==> config.mk <==
export PLATFORM = sky130hd
export DESIGN_NAME = vpad_event_counter
export DESIGN_NICKNAME = d
export VERILOG_FILES = /design/src/rtl/vpad_event_counter.sv
export SDC_FILE = /design/constraint.sdc
export NUM_CORES = 1
export LEC_CHECK = 0
export ABC_AREA = 1
export CAP_MARGIN = 20
export CORE_ASPECT_RATIO = 2
export CORE_MARGIN = 4
export CORE_UTILIZATION = 46
export DETAILED_ROUTE_END_ITERATION = 6
export PLACE_DENSITY = 0.61
export REMOVE_ABC_BUFFERS = 1
export SYNTH_ARGS = -nofsm -noshare
export SYNTH_HDL_FRONTEND = slang
export SYNTH_SLANG_ARGS = --single-unit
==> constraint.sdc <==
create_clock -name clock -period 2.2 [get_ports clock]
set_input_delay 0.55 -clock clock [delete_from_list [all_inputs] [get_ports clock]]
set_output_delay 0.55 -clock clock [all_outputs]
set_load 0.03 [all_outputs]
==> src/rtl/vpad_event_counter.sv <==
// Four-board pad event counter: synchronizes and debounces 16 pad inputs,
// turns debounced rising edges into per-board count/mode actions and drives
// each board's LED byte from its count or from a rotating chase pattern.
module vpad_event_counter #(
  parameter int unsigned DEBOUNCE_CYCLES = 4,
  parameter int unsigned CHASE_PERIOD    = 8
) (
  input  logic        clock,
  input  logic        reset,
  input  logic [15:0] pad_val,
  output logic [31:0] led_val,
  output logic [15:0] press
);

  localparam int unsigned NUM_PADS   = 16;
  localparam int unsigned NUM_BOARDS = 4;
  localparam int unsigned PADS_PER_B = 4;
  localparam int unsigned DCNT_W     = 8;
  localparam int unsigned BYTE_W     = 8;
  localparam int unsigned PRESC_W    = 16;

  localparam logic [DCNT_W-1:0]  DEB_LIMIT  = DCNT_W'(DEBOUNCE_CYCLES);
  localparam logic [PRESC_W-1:0] PRESC_LAST = PRESC_W'(CHASE_PERIOD - 1);
  localparam logic [BYTE_W-1:0]  CHASE_INIT = 8'h01;

  typedef enum logic {
    MODE_COUNT = 1'b0,
    MODE_CHASE = 1'b1
  } mode_e;

  // Input conditioning state
  logic [NUM_PADS-1:0] sync1_q, sync1_d;
  logic [NUM_PADS-1:0] sync2_q, sync2_d;
  logic [NUM_PADS-1:0] deb_q, deb_d;
  logic [NUM_PADS-1:0] deb_prev_q, deb_prev_d;
  logic [NUM_PADS-1:0][DCNT_W-1:0] dcnt_q, dcnt_d;

  // Per-board state
  logic [NUM_BOARDS-1:0][BYTE_W-1:0]  count_q, count_d;
  logic [NUM_BOARDS-1:0][BYTE_W-1:0]  chase_q, chase_d;
  logic [NUM_BOARDS-1:0][PRESC_W-1:0] presc_q, presc_d;
  mode_e                              mode_q [NUM_BOARDS];
  mode_e                              mode_d [NUM_BOARDS];

  // Registered outputs
  logic [NUM_PADS-1:0]             press_q, press_d;
  logic [NUM_BOARDS*BYTE_W-1:0]    led_q, led_d;

  // Debounced rising edges, regrouped per board: [b][0]=inc [1]=dec [2]=clr [3]=toggle
  logic [NUM_PADS-1:0]                   rise;
  logic [NUM_BOARDS-1:0][PADS_PER_B-1:0] act;

  assign rise    = deb_q & ~deb_prev_q;
  assign act     = rise;
  assign led_val = led_q;
  assign press   = press_q;

  // Two-flop synchronizer and per-bit debounce counters
  always_comb begin
    sync1_d    = pad_val;
    sync2_d    = sync1_q;
    deb_prev_d = deb_q;
    deb_d      = deb_q;
    dcnt_d     = dcnt_q;
    for (int i = 0; i < NUM_PADS; i++) begin
      if (sync2_q[i] != deb_q[i]) begin
        if (dcnt_q[i] == DEB_LIMIT) begin
          deb_d[i]  = sync2_q[i];
          dcnt_d[i] = '0;
        end else begin
          dcnt_d[i] = dcnt_q[i] + DCNT_W'(1);
        end
      end else begin
        dcnt_d[i] = '0;
      end
    end
  end

  // Press pulses are the debounced rising edges, registered alongside the LED update
  always_comb begin
    press_d = rise;
  end

  // Per-board count actions, mode FSM next-state, chase prescaler and LED select
  always_comb begin
    count_d = count_q;
    chase_d = chase_q;
    presc_d = presc_q;
    led_d   = '0;
    for (int b = 0; b < NUM_BOARDS; b++) begin
      mode_d[b] = mode_q[b];

      // Clear wins; inc and dec together cancel
      if (act[b][2]) begin
        count_d[b] = '0;
      end else if (act[b][0] && !act[b][1]) begin
        count_d[b] = count_q[b] + BYTE_W'(1);
      end else if (act[b][1] && !act[b][0]) begin
        count_d[b] = count_q[b] - BYTE_W'(1);
      end

      case (mode_q[b])
        MODE_COUNT: begin
          presc_d[b] = '0;
          if (act[b][3]) begin
            mode_d[b]  = MODE_CHASE;
            chase_d[b] = CHASE_INIT;
          end
        end
        MODE_CHASE: begin
          if (act[b][3]) begin
            mode_d[b]  = MODE_COUNT;
            presc_d[b] = '0;
          end else if (presc_q[b] == PRESC_LAST) begin
            presc_d[b] = '0;
            chase_d[b] = {chase_q[b][BYTE_W-2:0], chase_q[b][BYTE_W-1]};
          end else begin
            presc_d[b] = presc_q[b] + PRESC_W'(1);
          end
        end
        default: begin
          mode_d[b]  = MODE_COUNT;
          presc_d[b] = '0;
        end
      endcase

      led_d[b*BYTE_W +: BYTE_W] = (mode_d[b] == MODE_CHASE) ? chase_d[b] : count_d[b];
    end
  end

  // State registers with synchronous active-high reset
  always_ff @(posedge clock) begin
    if (reset) begin
      sync1_q    <= '0;
      sync2_q    <= '0;
      deb_q      <= '0;
      deb_prev_q <= '0;
      dcnt_q     <= '0;
      count_q    <= '0;
      presc_q    <= '0;
      press_q    <= '0;
      led_q      <= '0;
      for (int b = 0; b < NUM_BOARDS; b++) begin
        chase_q[b] <= CHASE_INIT;
        mode_q[b]  <= MODE_COUNT;
      end
    end else begin
      sync1_q    <= sync1_d;
      sync2_q    <= sync2_d;
      deb_q      <= deb_d;
      deb_prev_q <= deb_prev_d;
      dcnt_q     <= dcnt_d;
      count_q    <= count_d;
      chase_q    <= chase_d;
      presc_q    <= presc_d;
      press_q    <= press_d;
      led_q      <= led_d;
      for (int b = 0; b < NUM_BOARDS; b++) begin
        mode_q[b] <= mode_d[b];
      end
    end
  end

endmodule

==> impl_metrics.json <==
{
  "status": "finished, final reports clean",
  "grt_overflow": 0,
  "rows": 98,
  "holdPathStages": 3,
  "diodes": 0,
  "path_max_fanout": 1,
  "insertion_delay_ns": 0.53,
  "ys_top_cells_by_count": "nand2_1 (380), dfxtp_1 (372), nor2_1 (342), inv_1 (335), nand3_1 (174)",
  "cp.required_ns": 1.65,
  "finish.utilization_pct": 52.9,
  "ant_nets": 0,
  "synth_top_area_cell": "dfxtp_1",
  "hp-start": "reset",
  "r2r-start": "presc_q[16]",
  "drt_iter0_drc": 470,
  "fillers": 3524,
  "antenna_found_initial": 0,
  "min_period_ns": 2.12,
  "max_freq_mhz": 471,
  "drcViolationCount": 0,
  "endpoint_kind": "output pin",
  "clock-sinks": 372,
  "dpl.hpwl_mm": 26.8,
  "avgSynthCellArea_um2": 7.42,
  "synth_cell_types": 48,
  "start_kind": "flop",
  "static-leakage-power_uw": 0.00734,
  "cap_viol_max_count": 0,
  "crit_family": "buffers and inverters",
  "seqCellArea_mm2": 0.00745,
  "coreArea_mm2": 0.0359,
  "cp-startpoint": "led_val[18]",
  "root_buffer": "clkbuf_16",
  "power.density_mw_per_mm2": 686,
  "crit_arrival_ns": 1.57,
  "netlist.area_leader.share_pct": 44.4,
  "yosysMostFrequentCell": "nand2_1",
  "vias": 14200,
  "hold-worst-slack_ns": 0.387,
  "cts_resized": 0,
  "wire_per_inst_um": 12.6,
  "synth_seq_cells": 372,
  "gp_congestion": 0.845,
  "setup_viol": 0,
  "ir_drop_uv": 721,
  "crit_path_cell_trace": "clkdlybuf4s50_1",
  "final_max_slew_viol_count": 0,
  "critical-path-max-stage-delay_ns": 0.69,
  "portBuffers": 65,
  "drive_gt1_share_pct": 6.49,
  "grt_first_pass_wirelength_mm": 60.6,
  "syn_inst": 2260,
  "synthArstFlopShare_pct": 0,
  "numCtsBuffers": 35,
  "slew-limit-headroom_pct": 52.7,
  "grtUsageTotal_pct": 17.9,
  "die_w_um": 143,
  "start_util_pct": 46.7,
  "min_period_over_period_pct": 96.6,
  "clk_pin_slew_worst_paths_ns": 0.06,
  "cts_setup_buffers": 0,
  "ys_warn_count": 0,
  "critPathBufInv": 1,
  "min_to": "chase_q[8]",
  "worstReg2RegEnd": "presc_q[21]",
  "clk_path_buf_depth": 3,
  "min_path_type": "input port to flop",
  "synth.area.top_cells": "dfxtp_1 (44%), nand2_1 (8.5%), nor2_1 (7.7%), inv_1 (7.5%), nand3_1 (5.2%)",
  "ys.flop_type": "dfxtp_1",
  "grt_max_degree": 51,
  "critPathKind": "flop to output pin",
  "io_pins": 66,
  "fin_setup_tns_ns": 0,
  "finalClockSkew_ns": 0.0147,
  "cts_tree": "built",
  "seq_area_frac_synth_pct": 44.4,
  "synth_area_mm2": 0.0168,
  "hold_violations": 0,
  "worstMarginPinSlew_ns": 0.709,
  "area_growth_pct": 13.4,
  "synth_edf_count": 0,
  "rr_worst_depth": 8,
  "multi_input_area_mm2": 0.00779,
  "final_nets": 2400,
  "grt_pass1_vias": 13900,
  "drt_pre_antenna_iters": 5,
  "htreeDepth": 2,
  "cts_hold_buf": 0,
  "fp.dieArea_mm2": 0.0398,
  "slowest_stage": "clkdlybuf4s50_1",
  "die_h_um": 278,
  "rsz0062_at_grt": "no",
  "wirelength_mm": 35.4,
  "via_per_inst": 5.05,
  "rrSetupSlack_ns": 0.50
}
kinds of logic after synthesis:
kind of cell | count (synthesis) | share of synthesized area [%]
adder cells (fa/ha/maj) | 44 | 3.28
flip-flops | 372 | 44.4
AO/OA/AOI/OAI | 223 | 7.10
AND/OR/NAND/NOR | 1174 | 32.9
XOR/XNOR | 62 | 3.24
buffers and inverters | 385 | 9.10
registers in the layout (all words and copies together) (netlist names):
| register | cells |
|---|---|
| presc_q | 64 |
| led_val | 32 |
| deb_prev_q | 16 |
| count_q | 32 |
| sync2_q | 16 |
| dcnt_q | 128 |
| press | 16 |
| deb_prev_d | 16 |
| chase_q | 32 |
| sync1_q | 16 |
| mode_q | 4 |
placed cells by master, fill, tap and decap left out, drive strengths merged:
cell type / synthesis / layout
nand2: 390 / 390
nor3b: 18 / 18
a21boi: 4 / 4
xnor2: 20 / 20
nand3: 179 / 179
o21a: 2 / 2
inv: 350 / 351
bufinv: 0 / 3
or2: 20 / 20
nand3b: 12 / 12
a31oi: 2 / 2
o311a: 1 / 1
nand4: 114 / 114
xor2: 42 / 42
o211ai: 3 / 3
and3: 6 / 6
dfxtp: 372 / 372
o21ai: 83 / 83
clkdlybuf4s50: 0 / 64
ha: 44 / 44
o221ai: 3 / 3
o21bai: 2 / 2
a21oi: 122 / 122
nor2: 370 / 370
buf: 30 / 12
a211oi: 1 / 1
clkbuf: 5 / 45
nor4: 8 / 8
nor3: 57 / 57
clkinv: 0 / 7
worst max-delay path by stage:
stage                       end  slack [ns]  cells past startpoint
finish              led_val[18]        0.08                      1
global route        led_val[18]        0.02                      1
CTS                 led_val[18]        0.02                      1
detailed placement   dcnt_q[75]        0.40                      7
global placement     dcnt_q[75]        0.43                      7
floorplan            dcnt_q[46]        0.75                      6
cell type report:
class                           count  area share (%)
Clock buffer                       45            5.24
Clock inverter                     11           0.743
Inverter                          350            6.92
Multi-Input combinational cell   1503            41.0
Sequential cell                   372            39.2
Tap cell                          450            2.96
Timing Repair Buffer               76            3.99
routing by layer:
layer | share of wire (%) | vias up | global-route usage (%)
li1 | - | 7417 | -
met1 | 37 | 6504 | 17.6
met2 | 57 | 176 | 36.5
met3 | 2.8 | 72 | 2.32
met4 | 3.2 | 0 | 6.54
met5 | 0 | - | 0
report_power, final:
group / leakage (uW) / switching [uW] / total, uW / internal, uW
combinational: 0.00377 / 131 / 204 / 73.3
sequential: 0.00300 / 22.6 / 6790 / 6770
clock: 0.000564 / 2500 / 6050 / 3540
stage by stage:
stage / total power, uW / std cells / instance area (um2) / worst slack, ns
floorplan: 7020 / 2225 / 16600 / 0.746
global placement: 7150 / 2751 / 17900 / 0.428
detailed placement: 7160 / 2751 / 17900 / 0.398
CTS: 13300 / 2807 / 19000 / 0.0215
global route: 13600 / 2807 / 19000 / 0.0244
finish: 13000 / 2807 / 19000 / 0.0754
Power figures use the tool's default switching activity.
